[src/rtl/vx_smem_bank_sched_pkg.sv]
// Shared types and helpers for the shared-memory bank scheduler: FSM state
// encoding and lane/bank index width helpers.
package vx_smem_bank_sched_pkg;

  localparam int SMEM_NUM_REQS  = 4;
  localparam int SMEM_NUM_BANKS = 4;
  localparam int SMEM_ADDRW     = 30;
  localparam int SMEM_DATAW     = 32;
  localparam int SMEM_TAGW      = 8;

  typedef enum logic [1:0] {
    ST_IDLE  = 2'd0,
    ST_ISSUE = 2'd1,
    ST_DRAIN = 2'd2,
    ST_RSP   = 2'd3
  } state_e;

  // A lane index needs at least one bit even for a single-lane build.
  function automatic int lane_bits(input int n);
    return (n > 1) ? $clog2(n) : 1;
  endfunction

endpackage

[src/rtl/vx_smem_bank_sched_if.sv]
// Core-side batch request/response plus bank-array strobes of the shared-memory
// bank scheduler; master is the surrounding core/SRAM side, slave is the scheduler.
interface vx_smem_bank_sched_if #(
  parameter int NUM_REQS  = 4,
  parameter int NUM_BANKS = 4,
  parameter int ADDRW     = 30,
  parameter int DATAW     = 32,
  parameter int TAGW      = 8
);
  logic                                       req_valid;
  logic [NUM_REQS-1:0]                        req_tmask;
  logic                                       req_rw;
  logic [NUM_REQS*ADDRW-1:0]                  req_addr;
  logic [NUM_REQS*DATAW/8-1:0]                req_byteen;
  logic [NUM_REQS*DATAW-1:0]                  req_data;
  logic [TAGW-1:0]                            req_tag;
  logic                                       req_ready;

  logic [NUM_BANKS-1:0]                       bank_req_valid;
  logic [NUM_BANKS-1:0]                       bank_req_rw;
  logic [NUM_BANKS*(ADDRW-$clog2(NUM_BANKS))-1:0] bank_req_addr;
  logic [NUM_BANKS*DATAW/8-1:0]               bank_req_byteen;
  logic [NUM_BANKS*DATAW-1:0]                 bank_req_data;
  logic [NUM_BANKS*DATAW-1:0]                 bank_rsp_data;

  logic                                       rsp_valid;
  logic [NUM_REQS-1:0]                        rsp_tmask;
  logic [NUM_REQS*DATAW-1:0]                  rsp_data;
  logic [TAGW-1:0]                            rsp_tag;
  logic                                       rsp_ready;

  modport master (
    output req_valid, req_tmask, req_rw, req_addr, req_byteen, req_data, req_tag,
    input  req_ready,
    input  bank_req_valid, bank_req_rw, bank_req_addr, bank_req_byteen, bank_req_data,
    output bank_rsp_data,
    input  rsp_valid, rsp_tmask, rsp_data, rsp_tag,
    output rsp_ready
  );

  modport slave (
    input  req_valid, req_tmask, req_rw, req_addr, req_byteen, req_data, req_tag,
    output req_ready,
    output bank_req_valid, bank_req_rw, bank_req_addr, bank_req_byteen, bank_req_data,
    input  bank_rsp_data,
    output rsp_valid, rsp_tmask, rsp_data, rsp_tag,
    input  rsp_ready
  );
endinterface

[src/rtl/vx_smem_bank_sched_pick.sv]
// Per-bank selector: lowest pending lane mapped to BANK_ID wins the bank;
// reads also serve every pending lane sharing the winner's full address.
module vx_smem_bank_sched_pick
  import vx_smem_bank_sched_pkg::*;
#(
  parameter int NUM_REQS  = 4,
  parameter int NUM_BANKS = 4,
  parameter int ADDRW     = 30,
  parameter int BANK_ID   = 0
) (
  input  logic [NUM_REQS-1:0]           pending,
  input  logic [$clog2(NUM_BANKS)-1:0]  lane_bank [NUM_REQS],
  input  logic [ADDRW-1:0]              lane_addr [NUM_REQS],
  input  logic                          rw,
  output logic [lane_bits(NUM_REQS)-1:0] winner,
  output logic [NUM_REQS-1:0]           serve_mask,
  output logic                          valid
);
  localparam int BANK_BITS = $clog2(NUM_BANKS);
  localparam int LANEW     = lane_bits(NUM_REQS);

  logic [NUM_REQS-1:0] cand_s;

  // Candidate lanes, priority winner and serve mask for this bank.
  always_comb begin
    cand_s     = '0;
    winner     = '0;
    serve_mask = '0;
    for (int i = 0; i < NUM_REQS; i++) begin
      cand_s[i] = pending[i] && (lane_bank[i] == BANK_BITS'(BANK_ID));
    end
    // Scan downwards so the lowest candidate is the last one written.
    for (int i = NUM_REQS - 1; i >= 0; i--) begin
      winner = cand_s[i] ? LANEW'(i) : winner;
    end
    for (int i = 0; i < NUM_REQS; i++) begin
      serve_mask[i] = cand_s[i] &&
                      (rw ? (LANEW'(i) == winner) : (lane_addr[i] == lane_addr[winner]));
    end
    valid = |cand_s;
  end

endmodule

[src/rtl/vx_smem_bank_sched.sv]
// Shared-memory bank scheduler: accepts one warp batch, serialises bank
// conflicts over ISSUE cycles, gathers read data and returns one response.
module vx_smem_bank_sched
  import vx_smem_bank_sched_pkg::*;
#(
  parameter int NUM_REQS  = SMEM_NUM_REQS,
  parameter int NUM_BANKS = SMEM_NUM_BANKS,
  parameter int ADDRW     = SMEM_ADDRW,
  parameter int DATAW     = SMEM_DATAW,
  parameter int TAGW      = SMEM_TAGW
) (
  input  logic                 clk,
  input  logic                 reset,
  vx_smem_bank_sched_if.slave  bus
);
  localparam int BANK_BITS = $clog2(NUM_BANKS);
  localparam int ROWW      = ADDRW - BANK_BITS;
  localparam int BYTEW     = DATAW / 8;
  localparam int LANEW     = lane_bits(NUM_REQS);

  state_e                state_q, state_d;
  logic [NUM_REQS-1:0]   pending_q, pending_d;
  logic [NUM_REQS-1:0]   tmask_q, tmask_d;
  logic [NUM_REQS-1:0]   served_q, served_d;
  logic                  rw_q, rw_d;
  logic [TAGW-1:0]       tag_q, tag_d;
  logic [ADDRW-1:0]      addr_q   [NUM_REQS];
  logic [ADDRW-1:0]      addr_d   [NUM_REQS];
  logic [BYTEW-1:0]      byteen_q [NUM_REQS];
  logic [BYTEW-1:0]      byteen_d [NUM_REQS];
  logic [DATAW-1:0]      wdata_q  [NUM_REQS];
  logic [DATAW-1:0]      wdata_d  [NUM_REQS];
  logic [DATAW-1:0]      rdata_q  [NUM_REQS];
  logic [DATAW-1:0]      rdata_d  [NUM_REQS];

  logic [BANK_BITS-1:0]  lane_bank_s  [NUM_REQS];
  logic [LANEW-1:0]      winner_s     [NUM_BANKS];
  logic [NUM_REQS-1:0]   serve_s      [NUM_BANKS];
  logic [DATAW-1:0]      bank_rdata_s [NUM_BANKS];
  logic [NUM_BANKS-1:0]  hit_s;
  logic [NUM_REQS-1:0]   served_now_s;

  logic [NUM_BANKS-1:0]       bank_valid_s;
  logic [NUM_BANKS-1:0]       bank_rw_s;
  logic [NUM_BANKS*ROWW-1:0]  bank_addr_s;
  logic [NUM_BANKS*BYTEW-1:0] bank_byteen_s;
  logic [NUM_BANKS*DATAW-1:0] bank_data_s;
  logic [NUM_REQS*DATAW-1:0]  rsp_data_s;

  for (genvar i = 0; i < NUM_REQS; i++) begin : g_lane
    assign lane_bank_s[i] = addr_q[i][BANK_BITS-1:0];
  end

  for (genvar b = 0; b < NUM_BANKS; b++) begin : g_bank
    vx_smem_bank_sched_pick #(
      .NUM_REQS  (NUM_REQS),
      .NUM_BANKS (NUM_BANKS),
      .ADDRW     (ADDRW),
      .BANK_ID   (b)
    ) u_pick (
      .pending    (pending_q),
      .lane_bank  (lane_bank_s),
      .lane_addr  (addr_q),
      .rw         (rw_q),
      .winner     (winner_s[b]),
      .serve_mask (serve_s[b]),
      .valid      (hit_s[b])
    );
    assign bank_rdata_s[b] = bus.bank_rsp_data[b*DATAW +: DATAW];
  end

  // Bank strobes come straight from registered state; idle banks drive zeros.
  always_comb begin
    bank_valid_s  = '0;
    bank_rw_s     = '0;
    bank_addr_s   = '0;
    bank_byteen_s = '0;
    bank_data_s   = '0;
    served_now_s  = '0;
    for (int b = 0; b < NUM_BANKS; b++) begin
      bank_valid_s[b] = (state_q == ST_ISSUE) && hit_s[b];
      bank_rw_s[b]    = bank_valid_s[b] && rw_q;
      bank_addr_s[b*ROWW +: ROWW] =
        bank_valid_s[b] ? addr_q[winner_s[b]][ADDRW-1:BANK_BITS] : {ROWW{1'b0}};
      bank_byteen_s[b*BYTEW +: BYTEW] =
        bank_valid_s[b] ? byteen_q[winner_s[b]] : {BYTEW{1'b0}};
      bank_data_s[b*DATAW +: DATAW] =
        bank_valid_s[b] ? wdata_q[winner_s[b]] : {DATAW{1'b0}};
      served_now_s = served_now_s | (bank_valid_s[b] ? serve_s[b] : {NUM_REQS{1'b0}});
    end
  end

  // Next-state, batch latch and read-data capture.
  always_comb begin
    state_d   = state_q;
    pending_d = pending_q;
    tmask_d   = tmask_q;
    served_d  = '0;
    rw_d      = rw_q;
    tag_d     = tag_q;
    addr_d    = addr_q;
    byteen_d  = byteen_q;
    wdata_d   = wdata_q;
    // Lanes strobed last cycle pick up their bank's read data now.
    for (int i = 0; i < NUM_REQS; i++) begin
      rdata_d[i] = served_q[i] ? bank_rdata_s[lane_bank_s[i]] : rdata_q[i];
    end
    case (state_q)
      ST_IDLE: begin
        if (bus.req_valid) begin
          pending_d = bus.req_tmask;
          tmask_d   = bus.req_tmask;
          rw_d      = bus.req_rw;
          tag_d     = bus.req_tag;
          for (int i = 0; i < NUM_REQS; i++) begin
            addr_d[i]   = bus.req_addr[i*ADDRW +: ADDRW];
            byteen_d[i] = bus.req_byteen[i*BYTEW +: BYTEW];
            wdata_d[i]  = bus.req_data[i*DATAW +: DATAW];
            rdata_d[i]  = {DATAW{1'b0}};
          end
          state_d = (bus.req_tmask != '0) ? ST_ISSUE : ST_IDLE;
        end else begin
          state_d = ST_IDLE;
        end
      end
      ST_ISSUE: begin
        pending_d = pending_q & ~served_now_s;
        served_d  = rw_q ? {NUM_REQS{1'b0}} : served_now_s;
        if (pending_d == '0) begin
          state_d = rw_q ? ST_IDLE : ST_DRAIN;
        end else begin
          state_d = ST_ISSUE;
        end
      end
      ST_DRAIN: begin
        state_d = ST_RSP;
      end
      ST_RSP: begin
        if (bus.rsp_ready) begin
          state_d = ST_IDLE;
        end else begin
          state_d = ST_RSP;
        end
      end
      default: begin
        state_d   = ST_IDLE;
        pending_d = '0;
      end
    endcase
  end

  // State and datapath registers with synchronous reset.
  always_ff @(posedge clk) begin
    if (reset) begin
      state_q   <= ST_IDLE;
      pending_q <= '0;
      tmask_q   <= '0;
      served_q  <= '0;
      rw_q      <= 1'b0;
      tag_q     <= '0;
      for (int i = 0; i < NUM_REQS; i++) begin
        addr_q[i]   <= '0;
        byteen_q[i] <= '0;
        wdata_q[i]  <= '0;
        rdata_q[i]  <= '0;
      end
    end else begin
      state_q   <= state_d;
      pending_q <= pending_d;
      tmask_q   <= tmask_d;
      served_q  <= served_d;
      rw_q      <= rw_d;
      tag_q     <= tag_d;
      addr_q    <= addr_d;
      byteen_q  <= byteen_d;
      wdata_q   <= wdata_d;
      rdata_q   <= rdata_d;
    end
  end

  // Pack per-lane response data onto the flat bus.
  always_comb begin
    rsp_data_s = '0;
    for (int i = 0; i < NUM_REQS; i++) begin
      rsp_data_s[i*DATAW +: DATAW] = rdata_q[i];
    end
  end

  assign bus.req_ready       = (state_q == ST_IDLE);
  assign bus.bank_req_valid  = bank_valid_s;
  assign bus.bank_req_rw     = bank_rw_s;
  assign bus.bank_req_addr   = bank_addr_s;
  assign bus.bank_req_byteen = bank_byteen_s;
  assign bus.bank_req_data   = bank_data_s;
  assign bus.rsp_valid       = (state_q == ST_RSP);
  assign bus.rsp_tmask       = tmask_q;
  assign bus.rsp_data        = rsp_data_s;
  assign bus.rsp_tag         = tag_q;

endmodule
[src/flat_wrapper.sv]
// flat-port wrapper written by rule: the top's interface ports become plain ports
module vx_smem_bank_sched_flat import vx_smem_bank_sched_pkg::*;
#(
  parameter int NUM_REQS  = SMEM_NUM_REQS,
  parameter int NUM_BANKS = SMEM_NUM_BANKS,
  parameter int ADDRW     = SMEM_ADDRW,
  parameter int DATAW     = SMEM_DATAW,
  parameter int TAGW      = SMEM_TAGW
)
  (clk, reset, bus_req_valid, bus_req_tmask, bus_req_rw, bus_req_addr, bus_req_byteen, bus_req_data, bus_req_tag, bus_req_ready, bus_bank_req_valid, bus_bank_req_rw, bus_bank_req_addr, bus_bank_req_byteen, bus_bank_req_data, bus_bank_rsp_data, bus_rsp_valid, bus_rsp_tmask, bus_rsp_data, bus_rsp_tag, bus_rsp_ready);
  vx_smem_bank_sched_if #(.NUM_REQS(NUM_REQS), .NUM_BANKS(NUM_BANKS), .ADDRW(ADDRW), .DATAW(DATAW), .TAGW(TAGW)) bus_i ();
  input  logic clk;
  input  logic reset;
  input wire logic [$bits(bus_i.req_valid)-1:0] bus_req_valid;
  input wire logic [$bits(bus_i.req_tmask)-1:0] bus_req_tmask;
  input wire logic [$bits(bus_i.req_rw)-1:0] bus_req_rw;
  input wire logic [$bits(bus_i.req_addr)-1:0] bus_req_addr;
  input wire logic [$bits(bus_i.req_byteen)-1:0] bus_req_byteen;
  input wire logic [$bits(bus_i.req_data)-1:0] bus_req_data;
  input wire logic [$bits(bus_i.req_tag)-1:0] bus_req_tag;
  output wire logic [$bits(bus_i.req_ready)-1:0] bus_req_ready;
  output wire logic [$bits(bus_i.bank_req_valid)-1:0] bus_bank_req_valid;
  output wire logic [$bits(bus_i.bank_req_rw)-1:0] bus_bank_req_rw;
  output wire logic [$bits(bus_i.bank_req_addr)-1:0] bus_bank_req_addr;
  output wire logic [$bits(bus_i.bank_req_byteen)-1:0] bus_bank_req_byteen;
  output wire logic [$bits(bus_i.bank_req_data)-1:0] bus_bank_req_data;
  input wire logic [$bits(bus_i.bank_rsp_data)-1:0] bus_bank_rsp_data;
  output wire logic [$bits(bus_i.rsp_valid)-1:0] bus_rsp_valid;
  output wire logic [$bits(bus_i.rsp_tmask)-1:0] bus_rsp_tmask;
  output wire logic [$bits(bus_i.rsp_data)-1:0] bus_rsp_data;
  output wire logic [$bits(bus_i.rsp_tag)-1:0] bus_rsp_tag;
  input wire logic [$bits(bus_i.rsp_ready)-1:0] bus_rsp_ready;
  assign bus_i.req_valid = bus_req_valid;
  assign bus_i.req_tmask = bus_req_tmask;
  assign bus_i.req_rw = bus_req_rw;
  assign bus_i.req_addr = bus_req_addr;
  assign bus_i.req_byteen = bus_req_byteen;
  assign bus_i.req_data = bus_req_data;
  assign bus_i.req_tag = bus_req_tag;
  assign bus_req_ready = bus_i.req_ready;
  assign bus_bank_req_valid = bus_i.bank_req_valid;
  assign bus_bank_req_rw = bus_i.bank_req_rw;
  assign bus_bank_req_addr = bus_i.bank_req_addr;
  assign bus_bank_req_byteen = bus_i.bank_req_byteen;
  assign bus_bank_req_data = bus_i.bank_req_data;
  assign bus_i.bank_rsp_data = bus_bank_rsp_data;
  assign bus_rsp_valid = bus_i.rsp_valid;
  assign bus_rsp_tmask = bus_i.rsp_tmask;
  assign bus_rsp_data = bus_i.rsp_data;
  assign bus_rsp_tag = bus_i.rsp_tag;
  assign bus_i.rsp_ready = bus_rsp_ready;
  vx_smem_bank_sched #(.NUM_REQS(NUM_REQS), .NUM_BANKS(NUM_BANKS), .ADDRW(ADDRW), .DATAW(DATAW), .TAGW(TAGW)) u_core (.clk(clk), .reset(reset), .bus(bus_i));
endmodule
[config.mk]
export PLATFORM = sky130hd
export DESIGN_NAME = vx_smem_bank_sched_flat
export DESIGN_NICKNAME = d
export VERILOG_FILES = /design/src/rtl/vx_smem_bank_sched_pkg.sv /design/src/rtl/vx_smem_bank_sched_if.sv /design/src/rtl/vx_smem_bank_sched_pick.sv /design/src/rtl/vx_smem_bank_sched.sv /design/src/flat_wrapper.sv
export SDC_FILE = /design/constraint.sdc
export NUM_CORES = 2
export LEC_CHECK = 0
export BUFFER_PORTS_ARGS = -buffer_cell sky130_fd_sc_hd__buf_4
export CORE_AREA = 2 2 320 322
export DETAILED_ROUTE_END_ITERATION = 10
export DIE_AREA = 0 0 322 324
export HOLD_SLACK_MARGIN = 0.1
export PLACE_DENSITY = 0.58
export SYNTH_ARGS = -nofsm -noshare
export SYNTH_HDL_FRONTEND = slang
export SYNTH_SLANG_ARGS = --single-unit
[constraint.sdc]
create_clock -name clk -period 5 [get_ports clk]
set_input_delay 0.25 -clock clk [delete_from_list [all_inputs] [get_ports clk]]
set_output_delay 0.25 -clock clk [all_outputs]
set_load 0.01 [all_outputs]
==> out/metrics.cfg <==
[run_status]
status=finished, violations left
violations=negative setup slack

[cells_and_area]
multi_input_area_um2=22300
final_util=0.487
fill_cells=9830
instances_no_fill=7232
finalNetCount=6254
drive_gt1_frac=0.270
syn_to_final_growth_pct=50.7
ff_latch_area_um2=8360

[setup_path]
crit_type=reg -> reg
r2r_slack_ns=-0.17
cp_slowest_cell=a2111oi_0
cp_top_family=compound AO/OA/AOI/OAI gates
crit_arrival_ns=5.73
crit_chain=buf_4, nor2b_1, a2111oi_0, o2111a_1, a21oi_1, a211oi_1, o21ai_0, or3_1, nor4bb_1, buf_4, nor4_2, a311oi_1, a21oi_1, dlygate4sd3_1
required_ns=5.56
start_kind=flip-flop
max_stage_delay_ns=0.70
worst-path-max-fanout=5
cp.buffers_inverters=3
critPathCaptureType=flip-flop

[grt]
antenna_found_initial=45
grt_pass1_vias=44812
grt_first_pass_wirelength_um=370000
grt-ovfl-total=0
grtUsageTotal=0.508
grt_max_degree=173

[timing]
setup_viol=1
tightest_slew_ns=1.40
fin_crit_sh=1.03
slew_viol_final=0
rsz0062_at_grt=false
worst_slack_ns=-0.170
skew_ns=0.0310
hold_ws_ns=0.114
hold_violations=0
max_freq_mhz=193
slew_headroom=0.0650
period_minus_slack_ns=5.17
final.setup.tns_ns=-0.170

[clocking]
cts_tree=done
clockBufferDepth=3
clock_latency_ns=0.69
clkSinkCount=415
cts_made_buffers=51
ctsHtreeMaxLevel=2
cts-root-buf=clkbuf_16
clk_pin_slew_ns=0.06

[logic_synthesis]
synthXorXnorAreaFrac=0.0348
yosys.area_share.simple=0.274
synthCells=4495
ys_seq_area_frac=0.254
synth_edf_count=0
synth_top_family_by_area=simple AND/OR/NAND/NOR gates
syn-num-nets=4904
yosys_warnings=0
synthArstFlopShare=0
synth_seq_cells=415
syn_area_um2=32700
synth_compound_area_frac=0.237
syn_avg_cell_area_um2=7.27
synth_cell_types=96
synthAdderAreaFrac=0
synth_mux_area_frac=0.131
ys.flop_type=dfxtp_1

[route]
ant_nets=0
viasPerCell=6.62
vias=47888
drc_errors=0
drtPass1Iterations=10
wire_per_inst_um=38.2
wl_um=276000
drtIter0Drc=7839

[power_and_ir_drop]
power_density_nw_per_um2=283
ir_worst_vdd_v=0.000280
leakage_nw=19.4

[place]
io_buffers=814
post-place-ws_ns=0.622
gp_congestion=1.17
dpl.hpwl_um=201000
dp.cells=6599

[floorplanning]
ioPinCount=815
fp-row-count=117
die_area_um2=104000
die_w_um=322
initial_utilization=0.323
fp.dieH_um=324
core_um2=101000

[job]
drv_cap=0

[min_path]
min_path_type=in -> reg

## path summary, 6_finish.rpt
path | depth (start not counted) | to | start
max | 14 | u_core.state_q[0] | u_core.addr_q[17]
min | 4 | u_core.bus.rsp_data[69] | bus_bank_rsp_data[37]
max reg2reg | 14 | u_core.state_q[0] | u_core.addr_q[17]
min reg2reg | 2 | u_core.bus.rsp_tmask[0] | u_core.bus.rsp_tmask[0]
## flip-flops by register name, indices dropped and copies added (netlist names)
signal / flops
u_core.byteen_q: 16
u_core.state_q: 2
u_core.pending_q: 4
u_core.wdata_q: 128
u_core.bus.rsp_tmask: 4
u_core.addr_q: 120
u_core.served_q: 4
u_core.bus.rsp_tag: 8
u_core.bus.rsp_data: 128
u_core.rw_q: 1
## power by group
part | total [W] | internal, W | switching [W]
registers | 0.00415 | 0.00352 | 0.000627
logic | 0.00576 | 0.00223 | 0.00353
clock network | 0.00405 | 0.00231 | 0.00173
## tightest hold or removal path: stages
cell     delay [ns]
buf_4          0.10
mux4_2         0.26
mux2i_1        0.07
nor2_1         0.08
## routing by layer
| layer | track usage | vias up | share of wire |
|---|---|---|---|
| li1 | - | 19113 | - |
| met1 | 0.598 | 23180 | 0.36 |
| met2 | 0.717 | 4329 | 0.40 |
| met3 | 0.238 | 1240 | 0.15 |
| met4 | 0.374 | 26 | 0.090 |
| met5 | 0 | - | 0.00059 |
## metrics by stage
| stage | power (W) | cell area, um2 |
|---|---|---|
| detailed placement | 0.00910 | 42300 |
| global placement | 0.00915 | 42300 |
| CTS | 0.0135 | 49100 |
| finish | 0.0140 | 49200 |
| floorplan | 0.00638 | 32700 |
| global route | 0.0142 | 49200 |
## cell families (layout without fill, tap and decap cells)
| kind of cell | count (synthesis) | after routing |
|---|---|---|
| xor+xnor | 130 | 130 |
| other cells | 0 | 37 |
| buf+inv | 571 | 1961 |
| flops | 415 | 415 |
| mux | 266 | 266 |
| compound gates | 1202 | 1202 |
| simple gates | 1911 | 1912 |
## layout by cell type (no fill, tap or decap), types with 90 or more instances in the layout
| master | n |
|---|---|
| buf_4 | 1271 |
| dlygate4sd3_1 | 498 |
| mux2i_1 | 137 |
| mux4_2 | 128 |
| xnor2_1 | 90 |
| nor3_1 | 184 |
| o22ai_1 | 199 |
| nand2_1 | 782 |
| o21ai_0 | 195 |
| dfxtp_1 | 384 |
| a21oi_1 | 351 |
| nor2_1 | 424 |
## timing repair
item	4_1_cts	5_1_grt
hold buffers	498	0
setup buffers	0	3
gates resized for setup	0	8
setup endpoints to repair	0	1
endpoints found under the hold margin	398	0
## synth_stat cells (20+ instances only)
cell type | number | area (um2)
buf_2 | 39 | 195
nand4b_1 | 20 | 175
xnor2_1 | 90 | 788
nor4_1 | 52 | 325
nand3_1 | 82 | 410
a21oi_1 | 352 | 1760
a22oi_1 | 32 | 240
clkbuf_1 | 365 | 1370
a31oi_1 | 56 | 350
o22ai_1 | 199 | 1240
nor4b_1 | 28 | 245
o31ai_1 | 34 | 255
mux2i_1 | 137 | 1370
nor2b_1 | 58 | 363
dfxtp_1 | 415 | 8310
buf_1 | 69 | 259
and3_1 | 42 | 263
a211oi_1 | 47 | 353
nor3_1 | 185 | 926
nand2b_1 | 47 | 294
nor2_1 | 426 | 1600
inv_1 | 85 | 319
mux4_2 | 128 | 2880
o2111ai_1 | 20 | 175
xor2_1 | 40 | 350
nand2_1 | 788 | 2960
or3_1 | 29 | 181
nand4_1 | 48 | 300
o221ai_1 | 44 | 385
o21ai_0 | 196 | 981
o211ai_1 | 27 | 203
## cell type report
| cell class | instances | share of cell area |
|---|---|---|
| clock inverter | 22 | 0.00684 |
| sequential | 415 | 0.170 |
| inverter | 86 | 0.00656 |
| multi-input combinational | 3510 | 0.452 |
| tap | 1309 | 0.0333 |
| timing repair buffer | 1781 | 0.300 |
| clock buffer | 72 | 0.0296 |
| antenna | 37 | 0.00188 |
(Power assumes the default switching activity.)
